**src/rtl/arb_pkg.sv**
```systemverilog
// Shared types and the circular priority pick for the 8-way round-robin arbiter.
package arb_pkg;

  localparam int N_REQ = 8;
  localparam int ID_W  = 3;

  typedef enum logic {IDLE, GRANT} arb_state_t;

  typedef struct packed {
    logic            found;
    logic [ID_W-1:0] idx;
  } pick_t;

  // Scan from the farthest distance down so the nearest set bit wins last.
  function automatic pick_t rr_pick(
    input logic [N_REQ-1:0] req,
    input logic [ID_W-1:0]  ptr
  );
    pick_t           p;
    logic [ID_W-1:0] k;
    p = '0;
    for (int i = N_REQ - 1; i >= 0; i--) begin
      k = ptr + ID_W'(i);
      if (req[k]) begin
        p.found = 1'b1;
        p.idx   = k;
      end
    end
    return p;
  endfunction

endpackage

```
**src/rtl/dec3to8_onehot.sv**
```systemverilog
// 3-bit index to 8-bit one-hot decode with enable.
module dec3to8_onehot (
  input  logic       en,
  input  logic [2:0] idx,
  output logic [7:0] onehot
);

  always_comb begin
    onehot = '0;
    if (en) onehot[idx] = 1'b1;
  end

endmodule

```
**src/rtl/rr_arbiter8.sv**
```systemverilog
// Eight-way round-robin arbiter with held grants and registered one-hot gnt.
// Define ARB_TIMEOUT_EN to revoke owners that hold longer than TIMEOUT_CYC.
import arb_pkg::*;

module rr_arbiter8 #(
  parameter int TIMEOUT_CYC = 16
) (
  input  logic             clk,
  input  logic             rst,
  input  logic [N_REQ-1:0] req,
  output logic [N_REQ-1:0] gnt,
  output logic [ID_W-1:0]  gnt_id,
  output logic             gnt_valid,
  output logic             timeout
);

  arb_state_t       state, state_n;
  logic [ID_W-1:0]  ptr, ptr_n, id_n, nxt;
  logic             valid_n, drop, revoke, load;
  logic [N_REQ-1:0] gnt_n, masked;
  pick_t            pk;

  assign nxt    = gnt_id + 1'b1;
  assign drop   = !req[gnt_id];
  assign masked = req & ~(N_REQ'(1) << gnt_id);

`ifdef ARB_TIMEOUT_EN
  localparam int CNT_W = $clog2(TIMEOUT_CYC);

  logic [CNT_W-1:0] cnt;

  assign revoke = (state == GRANT) && req[gnt_id]
                  && (cnt == CNT_W'(TIMEOUT_CYC - 1));

  always_ff @(posedge clk or posedge rst) begin
    if (rst) begin
      cnt     <= '0;
      timeout <= 1'b0;
    end else begin
      timeout <= revoke;
      if (load)
        cnt <= '0;
      else if (state == GRANT)
        cnt <= cnt + CNT_W'(1);
    end
  end
`else
  assign revoke  = 1'b0;
  assign timeout = 1'b0;
`endif

  always_comb begin
    state_n = state;
    ptr_n   = ptr;
    id_n    = gnt_id;
    valid_n = gnt_valid;
    load    = 1'b0;
    pk      = '0;
    unique case (state)
      IDLE: begin
        pk = rr_pick(req, ptr);
        if (pk.found) begin
          id_n    = pk.idx;
          valid_n = 1'b1;
          load    = 1'b1;
          state_n = GRANT;
        end
      end
      GRANT: begin
        if (drop || revoke) begin
          // The old owner is masked so a revoke cannot re-win this edge.
          ptr_n = nxt;
          pk    = rr_pick(masked, nxt);
          if (pk.found) begin
            id_n = pk.idx;
            load = 1'b1;
          end else begin
            valid_n = 1'b0;
            state_n = IDLE;
          end
        end
      end
      default: state_n = IDLE;
    endcase
  end

  dec3to8_onehot u_dec (
    .en     (valid_n),
    .idx    (id_n),
    .onehot (gnt_n)
  );

  always_ff @(posedge clk or posedge rst) begin
    if (rst) begin
      state     <= IDLE;
      ptr       <= '0;
      gnt_id    <= '0;
      gnt_valid <= 1'b0;
      gnt       <= '0;
    end else begin
      state     <= state_n;
      ptr       <= ptr_n;
      gnt_id    <= id_n;
      gnt_valid <= valid_n;
      gnt       <= gnt_n;
    end
  end

endmodule
```
**config.mk**
```make
export PLATFORM = sky130hd
export DESIGN_NAME = rr_arbiter8
export DESIGN_NICKNAME = d
export VERILOG_FILES = /design/src/rtl/arb_pkg.sv /design/src/rtl/dec3to8_onehot.sv /design/src/rtl/rr_arbiter8.sv
export SDC_FILE = /design/constraint.sdc
export NUM_CORES = 1
export LEC_CHECK = 0
export ABC_AREA = 1
export CORE_AREA = 4 4 92 94
export DETAILED_ROUTE_END_ITERATION = 6
export DIE_AREA = 0 0 96 98
export GPL_TIMING_DRIVEN = 0
export SYNTH_ARGS = -nofsm -noshare
export SYNTH_HDL_FRONTEND = slang
export SYNTH_SLANG_ARGS = --single-unit
```
**constraint.sdc**
```tcl
create_clock -name clk -period 2.7 [get_ports clk]
set_clock_uncertainty 0.1 [all_clocks]
set_input_delay 0.54 -clock clk [delete_from_list [all_inputs] [get_ports clk]]
set_output_delay 0.54 -clock clk [all_outputs]
set_load 0.01 [all_outputs]
```
==> reports/metrics.yaml <==
fin_nets: 455
drtAntennaViolNets: 0
layoutNonFillerInstCount: 536
clk_path_buf_depth: 2
die_y_um: 98
worstPathMaxFanout: 6
yosys_register_bits: 16
hp-start: "gnt_valid"
synth_flop_cell: "dfrtp_1"
fin_crit_sh_pct: 99.6
setup_viol: 0
synth.avg_cell_area_sq_um: 6.02
ctsHoldBuffers: 0
crit_family: "simple AND/OR/NAND/NOR gates"
grt_usage_pct: 15.2
arrival_ns: 2.76
clk-insertion-delay-late_ns: 0.25
h-tree-depth: 1
cp-end-kind: "register"
grt_max_degree: 17
slowest_stage: "dfrtp_2"
totalWireLength_um: 7250
path_clk_slew_ns: 0.06
status: "finished clean"
grt_pass1_wl_um: 11700
regArea_sq_um: 403
cp_slowest_stage_delay_ns: 0.45
final_max_slew_viol_count: 0
die_area_sq_um: 9410
drt_iter0_drc: 192
ys_async_sr_fraction_pct: 100
reg2reg_depth: 17
n_antenna_cell: 0
synth_top_area_share_pct: 20.2
ys_seq_area_share_pct: 17.2
path_buf_inv: 2
cts_tree: "yes"
cts_root_buffer: "clkbuf_8"
dp_hpwl_um: 5260
grt_pass1_vias: 2527
drt_pass1_iterations: 4
vias: 2630
io_buffers: 21
place_congestion: 0.840
clock.fmax_ghz: 0.372
core_sq_um: 7650
yosysWarnings: 0
drv_cap: 0
cts_inserted_buffers: 3
critical_path_class: "register to register"
synth.cell_area_sq_um: 2320
syn_to_final_growth_pct: 43.6
synthesis.nets: 406
reg2reg_from: "gnt_id[0]"
chipWidth_um: 96
initial_utilization_pct: 30.4
fin_crit_ns: 2.69
ioPinCount: 23
finalHoldViolations: 0
antenna_found_initial: 0
rsz0062_at_grt: "yes"
multi_input_area_sq_um: 2010
post-place-cells: 509
fill_cells: 774
drt_drc_violations_left: 0
synth_cells: 386
synth-edff-count: 0
synth_area_leader_cell: "nand2_1"
wire_per_inst_um: 13.5
via_per_inst: 4.91
slew_headroom_pct: 58.8
hold_path_depth: 2
crit_chain: "buf_6 > ha_4 > ha_4 > xor2_4 > inv_2 > nand3_4 > nand2_4 > nor2_4 > nand3_2 > nor2_4 > nor2_4 > o21a_1 > nand2_2 > nand2_2 > nand2_4 > nand2_2 > nor2_1"
rows: 32
r2r_setup_slack_ns: 0.01
hold_class: "register to register"
cts_sinks: 16
startpoint_type: "register"
required_ns: 2.77
synth_area_leaders: "nand2_1 20%, dfrtp_1 17%, nand3_1 16%"
reg2reg_to: "gnt[2]"
tightestPinTransition_ns: 0.617
drive_gt1_share_pct: 36.2
synth_cell_types: 33
holdPathEnd: "gnt_valid"
grt_overflow: 0
==> worst max-delay path by stage <==
| stage | end | cells after the start | from | slack, ns |
|---|---|---|---|---|
| after global routing | gnt[4] | 17 | ptr[1] | -0.12 |
| after floorplan | gnt[2] | 21 | gnt_id[0] | 0.02 |
| after detailed placement | gnt[1] | 20 | gnt_id[0] | -0.37 |
| final | gnt[2] | 17 | gnt_id[0] | 0.01 |
| after global placement | gnt[1] | 20 | gnt_id[0] | -0.33 |
| after CTS | gnt[1] | 17 | gnt_id[0] | -0.03 |
==> layer usage <==
| metal | global-route usage (%) | vias up | wire length [um] |
|---|---|---|---|
| li1 | - | 1333 | - |
| met1 | 19.5 | 1240 | 3180 |
| met2 | 27.1 | 49 | 3770 |
| met3 | 1.77 | 8 | 186 |
| met4 | 3.06 | 0 | 104 |
| met5 | 0 | - | 0 |
==> kinds of logic (layout without fill, tap and decap cells) <==
logic type,count (synthesis),in the layout,synth area share [%]
simple gates,250,250,50.7
buf+inv,65,113,13.5
compound gates,38,38,9.16
flops,16,16,17.2
fa+ha+maj,10,10,5.39
xor+xnor,6,6,3.88
other cells,1,1,0.161
==> repair_timing <==
action / 4_1_cts / 5_1_grt
setup endpoints to repair: 12 / 12
resized for setup: 49 / 59
pin swaps: 26 / 28
setup buffers: 19 / 7
==> Yosys cell counts, types with 2 or more instances <==
| cell | n |
|---|---|
| nand2_1 | 125 |
| nand3_1 | 73 |
| inv_1 | 40 |
| a21oi_1 | 19 |
| nor2_1 | 18 |
| dfrtp_1 | 16 |
| inv_2 | 12 |
| nand2_2 | 12 |
| ha_1 | 10 |
| nand3_2 | 10 |
| o21ai_0 | 9 |
| buf_4 | 5 |
| nor2_2 | 5 |
| buf_6 | 4 |
| nor2_4 | 3 |
| o211ai_1 | 3 |
| xnor2_2 | 3 |
| nand2_4 | 2 |
| o21ai_1 | 2 |
| xor2_2 | 2 |
==> worst min-delay path, delay by kind of cell (launching register included) <==
kind / cells / cell delay [ns]
compound gates: 1 / 0.08
buf+inv: 1 / 0.10
flops: 1 / 0.38
==> sequential cells by signal, indices dropped and copies added, names as in the netlist <==
name / cells
gnt: 8
state: 1
ptr: 3
gnt_id: 3
gnt_valid: 1
==> final cells by class <==
cell class | count | area share [%]
Clock buffer | 4 | 1.35
Timing Repair Buffer | 47 | 13.7
Tap cell | 102 | 3.83
Buffer | 8 | 2.18
Inverter | 54 | 6.68
Sequential cell | 16 | 12.1
Multi-Input combinational cell | 305 | 60.1
==> metrics by stage <==
stage	instance area [sq um]	hold slack, ns	setup TNS, ns	worst slack, ns	utilization (%)
after floorplan	2320	0.354	0	0.0220	-
final	3330	0.506	0	0.0117	43.6
after detailed placement	2660	0.482	-3.40	-0.367	34.8
after global routing	3330	0.526	-0.860	-0.122	43.6
after CTS	3090	0.501	-0.0927	-0.0344	40.4
after global placement	2660	0.469	-2.78	-0.328	34.8
==> layout by cell type, fill, tap and decap left out, drive strengths merged <==
cell type and instances:
nand2 139, nand3 83, inv 54, buf 34
nor2 26, a21oi 20, clkdlybuf4s50 16, dfrtp 16
o21ai 12, ha 10, dlymetal6s2s 5, clkbuf 4
o211ai 3, xor2 3, xnor2 3, o31ai 1
nor3 1, o21a 1, nand3b 1, a21boi 1
conb 1
Power is left out: the tool's default activity adds up to more than one toggle a clock period on the data nets, which glitch-free logic cannot reach.
